### src/rtl/div_ctrl_8_if.sv
// ----------------------------------------------------------------------------
// div_ctrl_8_if
// Request/result bundle for the 8-bit restoring divider.
//
// Signals:
//   start        requester -> divider  request a division (sampled only in IDLE)
//   dividend[8]  requester -> divider  unsigned dividend, captured on accept
//   divisor[8]   requester -> divider  unsigned divisor, captured on accept
//   busy         divider -> requester  high whenever the divider is not IDLE
//   done         divider -> requester  one-cycle pulse, results valid
//   quotient[8]  divider -> requester  unsigned quotient
//   remainder[8] divider -> requester  unsigned remainder
//   div_by_zero  divider -> requester  captured divisor was zero
//
// Modports: master = requester side, slave = divider side.
// ----------------------------------------------------------------------------
interface div_ctrl_8_if;
    logic       start;
    logic [7:0] dividend;
    logic [7:0] divisor;
    logic       busy;
    logic       done;
    logic [7:0] quotient;
    logic [7:0] remainder;
    logic       div_by_zero;

    modport master (
        output start,
        output dividend,
        output divisor,
        input  busy,
        input  done,
        input  quotient,
        input  remainder,
        input  div_by_zero
    );

    modport slave (
        input  start,
        input  dividend,
        input  divisor,
        output busy,
        output done,
        output quotient,
        output remainder,
        output div_by_zero
    );
endinterface

### src/rtl/div_ctrl_8.sv
// ----------------------------------------------------------------------------
// div_ctrl_8
// 8-bit unsigned restoring divider, one quotient bit per clock.
//
// Ports:
//   i_clk   rising-edge clock for all state
//   i_rst   synchronous active-high reset
//   io_bus  div_ctrl_8_if.slave: start/dividend/divisor in,
//           busy/done/quotient/remainder/div_by_zero out
//
// Timing: start accepted at edge k -> 8 RUN cycles -> DONE state -> done
// pulse in the cycle after edge k+9. A zero divisor skips RUN, so done
// appears in the cycle after edge k+1. busy and done are plain registers.
// ----------------------------------------------------------------------------
module div_ctrl_8 (
    input  logic        i_clk,
    input  logic        i_rst,
    div_ctrl_8_if.slave io_bus
);

    typedef enum logic [1:0] {
        StIdle = 2'd0,
        StRun  = 2'd1,
        StDone = 2'd2
    } state_e;

    state_e     r_state;
    state_e     w_state_nxt;

    // Working registers: r_q shifts in quotient bits, r_r holds the partial
    // remainder. They double as the result outputs once DONE is reached.
    logic [7:0] r_q;
    logic [7:0] w_q_nxt;
    logic [7:0] r_r;
    logic [7:0] w_r_nxt;
    logic [7:0] r_divisor;
    logic [7:0] w_divisor_nxt;
    logic [2:0] r_count;
    logic [2:0] w_count_nxt;
    logic       r_dbz;
    logic       w_dbz_nxt;
    logic       r_busy;
    logic       r_done;

    // Single restoring step datapath
    logic [8:0] w_t;
    logic [7:0] w_diff;
    logic       w_borrow;
    logic       w_accept;

    always_comb begin
        w_t                = {r_r, r_q[7]};
        {w_borrow, w_diff} = {1'b0, w_t[7:0]} - {1'b0, r_divisor};
        // T[8] set means T >= 256 > divisor, so the subtract always fits
        // even though the 8-bit datapath reports a borrow.
        w_accept           = w_t[8] | ~w_borrow;
    end

    // Next-state and datapath updates
    always_comb begin
        w_state_nxt   = r_state;
        w_q_nxt       = r_q;
        w_r_nxt       = r_r;
        w_divisor_nxt = r_divisor;
        w_count_nxt   = r_count;
        w_dbz_nxt     = r_dbz;

        unique case (r_state)
            StIdle: begin
                if (io_bus.start) begin
                    w_divisor_nxt = io_bus.divisor;
                    w_count_nxt   = 3'd0;
                    if (io_bus.divisor != 8'd0) begin
                        w_q_nxt     = io_bus.dividend;
                        w_r_nxt     = 8'd0;
                        w_dbz_nxt   = 1'b0;
                        w_state_nxt = StRun;
                    end else begin
                        w_q_nxt     = 8'hFF;
                        w_r_nxt     = io_bus.dividend;
                        w_dbz_nxt   = 1'b1;
                        w_state_nxt = StDone;
                    end
                end
            end

            StRun: begin
                w_q_nxt     = {r_q[6:0], w_accept};
                w_r_nxt     = w_accept ? w_diff : w_t[7:0];
                w_count_nxt = r_count + 3'd1;
                if (r_count == 3'd7) begin
                    w_state_nxt = StDone;
                end
            end

            StDone: begin
                w_state_nxt = StIdle;
            end

            default: begin
                w_state_nxt = StIdle;
            end
        endcase
    end

    always_ff @(posedge i_clk) begin
        if (i_rst) begin
            r_state   <= StIdle;
            r_q       <= 8'd0;
            r_r       <= 8'd0;
            r_divisor <= 8'd0;
            r_count   <= 3'd0;
            r_dbz     <= 1'b0;
            r_busy    <= 1'b0;
            r_done    <= 1'b0;
        end else begin
            r_state   <= w_state_nxt;
            r_q       <= w_q_nxt;
            r_r       <= w_r_nxt;
            r_divisor <= w_divisor_nxt;
            r_count   <= w_count_nxt;
            r_dbz     <= w_dbz_nxt;
            // busy tracks the state register exactly, without a decode path
            r_busy    <= (w_state_nxt != StIdle);
            // done pulses the cycle after DONE, so it never depends on start
            r_done    <= (r_state == StDone);
        end
    end

    assign io_bus.busy        = r_busy;
    assign io_bus.done        = r_done;
    assign io_bus.quotient    = r_q;
    assign io_bus.remainder   = r_r;
    assign io_bus.div_by_zero = r_dbz;

endmodule

### src/flat_wrapper.sv
// flat-port wrapper written by rule: the top's interface ports become plain ports
module div_ctrl_8_flat 
  (i_clk, i_rst, io_bus_start, io_bus_dividend, io_bus_divisor, io_bus_busy, io_bus_done, io_bus_quotient, io_bus_remainder, io_bus_div_by_zero);
  div_ctrl_8_if io_bus_i ();
  input  logic i_clk;
  input  logic i_rst;
  input wire logic [$bits(io_bus_i.start)-1:0] io_bus_start;
  input wire logic [$bits(io_bus_i.dividend)-1:0] io_bus_dividend;
  input wire logic [$bits(io_bus_i.divisor)-1:0] io_bus_divisor;
  output wire logic [$bits(io_bus_i.busy)-1:0] io_bus_busy;
  output wire logic [$bits(io_bus_i.done)-1:0] io_bus_done;
  output wire logic [$bits(io_bus_i.quotient)-1:0] io_bus_quotient;
  output wire logic [$bits(io_bus_i.remainder)-1:0] io_bus_remainder;
  output wire logic [$bits(io_bus_i.div_by_zero)-1:0] io_bus_div_by_zero;
  assign io_bus_i.start = io_bus_start;
  assign io_bus_i.dividend = io_bus_dividend;
  assign io_bus_i.divisor = io_bus_divisor;
  assign io_bus_busy = io_bus_i.busy;
  assign io_bus_done = io_bus_i.done;
  assign io_bus_quotient = io_bus_i.quotient;
  assign io_bus_remainder = io_bus_i.remainder;
  assign io_bus_div_by_zero = io_bus_i.div_by_zero;
  div_ctrl_8 u_core (.i_clk(i_clk), .i_rst(i_rst), .io_bus(io_bus_i));
endmodule
### config.mk
export PLATFORM = sky130hd
export DESIGN_NAME = div_ctrl_8_flat
export DESIGN_NICKNAME = d
export VERILOG_FILES = /design/src/rtl/div_ctrl_8_if.sv /design/src/rtl/div_ctrl_8.sv /design/src/flat_wrapper.sv
export SDC_FILE = /design/constraint.sdc
export NUM_CORES = 1
export LEC_CHECK = 0
export CAP_MARGIN = 20
export CORE_MARGIN = 4
export CORE_UTILIZATION = 35
export CTS_BUF_LIST = sky130_fd_sc_hd__clkbuf_4 sky130_fd_sc_hd__clkbuf_8
export CTS_CLUSTER_SIZE = 16
export DETAILED_ROUTE_END_ITERATION = 10
export GPL_TIMING_DRIVEN = 0
export PLACE_DENSITY = 0.66
export SYNTH_ARGS = -nofsm -noshare
export SYNTH_HDL_FRONTEND = slang
export SYNTH_SLANG_ARGS = --single-unit
### constraint.sdc
create_clock -name i_clk -period 5.6 [get_ports i_clk]
set_input_delay 1.12 -clock i_clk [delete_from_list [all_inputs] [get_ports i_clk]]
set_output_delay 1.12 -clock i_clk [all_outputs]
set_load 0.03 [all_outputs]
==> impl_results.md <==
* Cts hold-fix bufs at 0
* Area added between synthesis and finish at 31.3%
* TritonRoute pass-1 iters at 4
* CP cell instances: clkdlybuf4s50_1, nor4_1, and2_2, nand2b_1, buf_4, nor2_2, a2111oi_4
* Final instance area at 2410 um^2
* Crit start category: input pin
* Reg-to-reg slack, setup at 3.15 ns
* FF-to-FF End: u_core.io_bus.remainder[5]
* Post-CTS Resized at 0
* Vias in the first global route at around 1,700
* Synth async-reset ratio at 0
* GPL Wtd Cong at between 0.8 and 0.9
* Achievable frequency at between 300 and 400 MHz
* Post-Syn Nets at 257
* Post-layout util at 0.472
* Hold endpoint: u_core.io_bus.quotient[7]
* Root buffer cell: clkbuf_8
* DRC at 0
* Via Count at 1,736
* Worst vdd ir at between 200 and 250 uV
* Max-cap viol count at 0
* Core area at 5110 um^2
* DR iter-0 viols at between 90 and 100
* Placed Cells at approximately 330
* Worst reg2reg startpoint: u_core.io_bus.quotient[7]
* Slowest cell on crit path: nor4_1
* Syn_area_per_cell at around 8 um^2
* Total track usage at 0.160
* Worst-margin pin slew at just under 0.7 ns
* Hold Startpoint: u_core.io_bus.quotient[7]
* Clock buffer count from CTS at 5
* Final Max Slew Viols at 0
* Rows at 26
* CTS max path bufs at 2
* Fin cells at 341
* RSZ-0062 raised after global routing: false
* Leading post-synthesis cells by cell area: dfxtp_1, nor2_1, ha_1
* Synthesis-stage register bit count at 32
* Initial antenna violation count at 0
* Layout cell share with drive strength beyond 1 at 0.103
* Tmin final at around 2.7 ns
* CP arrival at 2.93 ns
* Hold Crit Class: reg -> reg
* Post-CTS Setup Bufs at 0
* Min Hold Slack at slightly above 0.5 ns
* Initial Util at 0.359
* Pre-CTS WS at about 2.6 ns
* Req. time, crit path at 5.79 ns
* Crit path kind: in -> reg
* Leak at 0.943 nW
* Post-synthesis sequential area ratio at 0.349
* Outcome: complete, no violations
* DRT Wirelength at between 4000 and 5000 um
* Largest area contributor in the netlist: dfxtp_1
* CTS tree: yes
* Synth Flop Type: dfxtp_1
* Area fraction of the dominant cell type after synthesis at 0.349
* Antenna-violating nets left at 0
* Inserted Diodes at 0
* Hold Crit Depth at 2
* Post-Syn Instances at roughly 230
* Sum Neg Setup Slack at 0 ns
* Pin count of the biggest net entering global routing at 11
* Bufs and invs on worst path at 2
* Via/cell ratio at about 5.1
* Die area at about 6500 um^2
* WL per Instance at 14.1 um
* Crit Path Max Fanout at 8
* PnR worst setup slack at roughly 2.9 ns
* Hold Vio Cnt, Final at 0
* Htree depth at 2
* Die Y at between 80 and 90 um
* DP Area at approximately 2300 um^2
* Worst-Skew Late Latency at 0.28 ns
* Crit path depth at 7
* Most frequent cell after synthesis: nor2_1
* Port bufs at 36
* CTS Sinks at 32
* Fill count at just over 500
* Post-DP HPWL at 3750 um
* CP max stage delay at roughly 0.46 ns
* Top Family by Delay on Critical Path: simple AND/OR/NAND/NOR gates
* R2R cell count at 8
* Final setup fails at 0
* Grt ovf at 0
* First-pass GRT wire length at about 8000 um
* Synthesized cell area at about 1800 um^2
* Final setup skew at around 0.008 ns
* Final net count at 300
* Ys Warns at 0
* Pwr per Cell Area at between 300 and 400 nW/um^2
* Post-synth EDFFs at 0
* Die width at 80.4 um
* Slew HR at 0.545
* Post-synth top cells: nor2_1, dfxtp_1, a21oi_1
* Critical path endpoint category: flip-flop
* Clock-pin slew on the worst setup and hold paths at about 0.070 ns
* Post-synth cell types at just under 50
* Ports at 38
* Total power at roughly 760 uW
* Period utilization at 0.488
## power by group
| part | internal [mW] | switching [mW] | total (mW) |
|---|---|---|---|
| Sequential | 0.245 | 0.0156 | 0.261 |
| Combinational | 0.111 | 0.144 | 0.255 |
| Clock | 0.157 | 0.0867 | 0.244 |
| Total | 0.513 | 0.246 | 0.759 |
## cell type report
cell class | count | area, um^2 | share of cell area
clock inverters | 1 | 30.0 | 0.0125
plain buffers | 13 | 61.3 | 0.0255
flip-flops and latches | 32 | 641 | 0.266
well taps | 70 | 87.6 | 0.0364
multi-input cells | 171 | 1090 | 0.453
inverters | 11 | 41.3 | 0.0171
clock buffers | 7 | 96.3 | 0.0400
repair buffers | 36 | 360 | 0.150
## routing by layer
| layer | vias up | GRT usage | share of wire |
|---|---|---|---|
| li1 | 884 | - | - |
| met1 | 813 | 0.206 | 0.46 |
| met2 | 35 | 0.264 | 0.48 |
| met3 | 4 | 0.0314 | 0.042 |
| met4 | 0 | 0.0557 | 0.015 |
| met5 | - | 0 | 0 |
## flip-flops by register name (all words and copies together), names as in the netlist
| register | flops |
|---|---|
| u_core.io_bus.quotient | 8 |
| u_core.io_bus.div_by_zero | 1 |
| u_core.r_divisor | 8 |
| u_core.io_bus.done | 1 |
| u_core.io_bus.busy | 1 |
| u_core.r_count | 3 |
| u_core.io_bus.remainder | 8 |
| u_core.r_state | 2 |
## placed cells by master (no fill, tap or decap), types with 5 or more instances in the layout
| master | instances |
|---|---|
| a21oi_1 | 19 |
| clkbuf_1 | 7 |
| clkbuf_8 | 7 |
| clkdlybuf4s50_1 | 36 |
| dfxtp_1 | 32 |
| ha_1 | 10 |
| inv_1 | 11 |
| mux2i_1 | 6 |
| nand2_1 | 8 |
| nor2_1 | 51 |
| nor3_1 | 5 |
| nor4_1 | 9 |
| o21ai_0 | 6 |
## kinds of logic (layout without fill, tap and decap cells)
family | after synthesis | after routing | synth area share
AO/OA/AOI/OAI | 55 | 55 | 0.216
multiplexers | 6 | 6 | 0.0327
flip-flops | 32 | 32 | 0.349
buffers and inverters | 24 | 68 | 0.0559
adder cells (fa/ha/maj) | 11 | 11 | 0.0791
AND/OR/NAND/NOR | 97 | 97 | 0.258
XOR/XNOR | 2 | 2 | 0.00955
## worst min-delay path: cells and delay by family, from the launching register on
kind	cells	cell delay, ns
flops	1	0.34
simple gates	1	0.07
compound gates	1	0.05
## worst max path at each step
stage | from | endpoint | slack [ns]
6_report | io_bus_divisor[4] | u_core.io_bus.quotient[0] | 2.87
5_1_grt | io_bus_divisor[4] | u_core.io_bus.quotient[0] | 2.74
4_1_cts | io_bus_divisor[4] | u_core.io_bus.quotient[0] | 2.85
3_5_place_dp | io_bus_divisor[4] | u_core.io_bus.quotient[0] | 2.56
3_3_place_gp | io_bus_divisor[4] | u_core.io_bus.quotient[0] | 2.54
2_1_floorplan | u_core.io_bus.quotient[7] | u_core.io_bus.remainder[0] | 3.23
(Power assumes the default switching activity.)
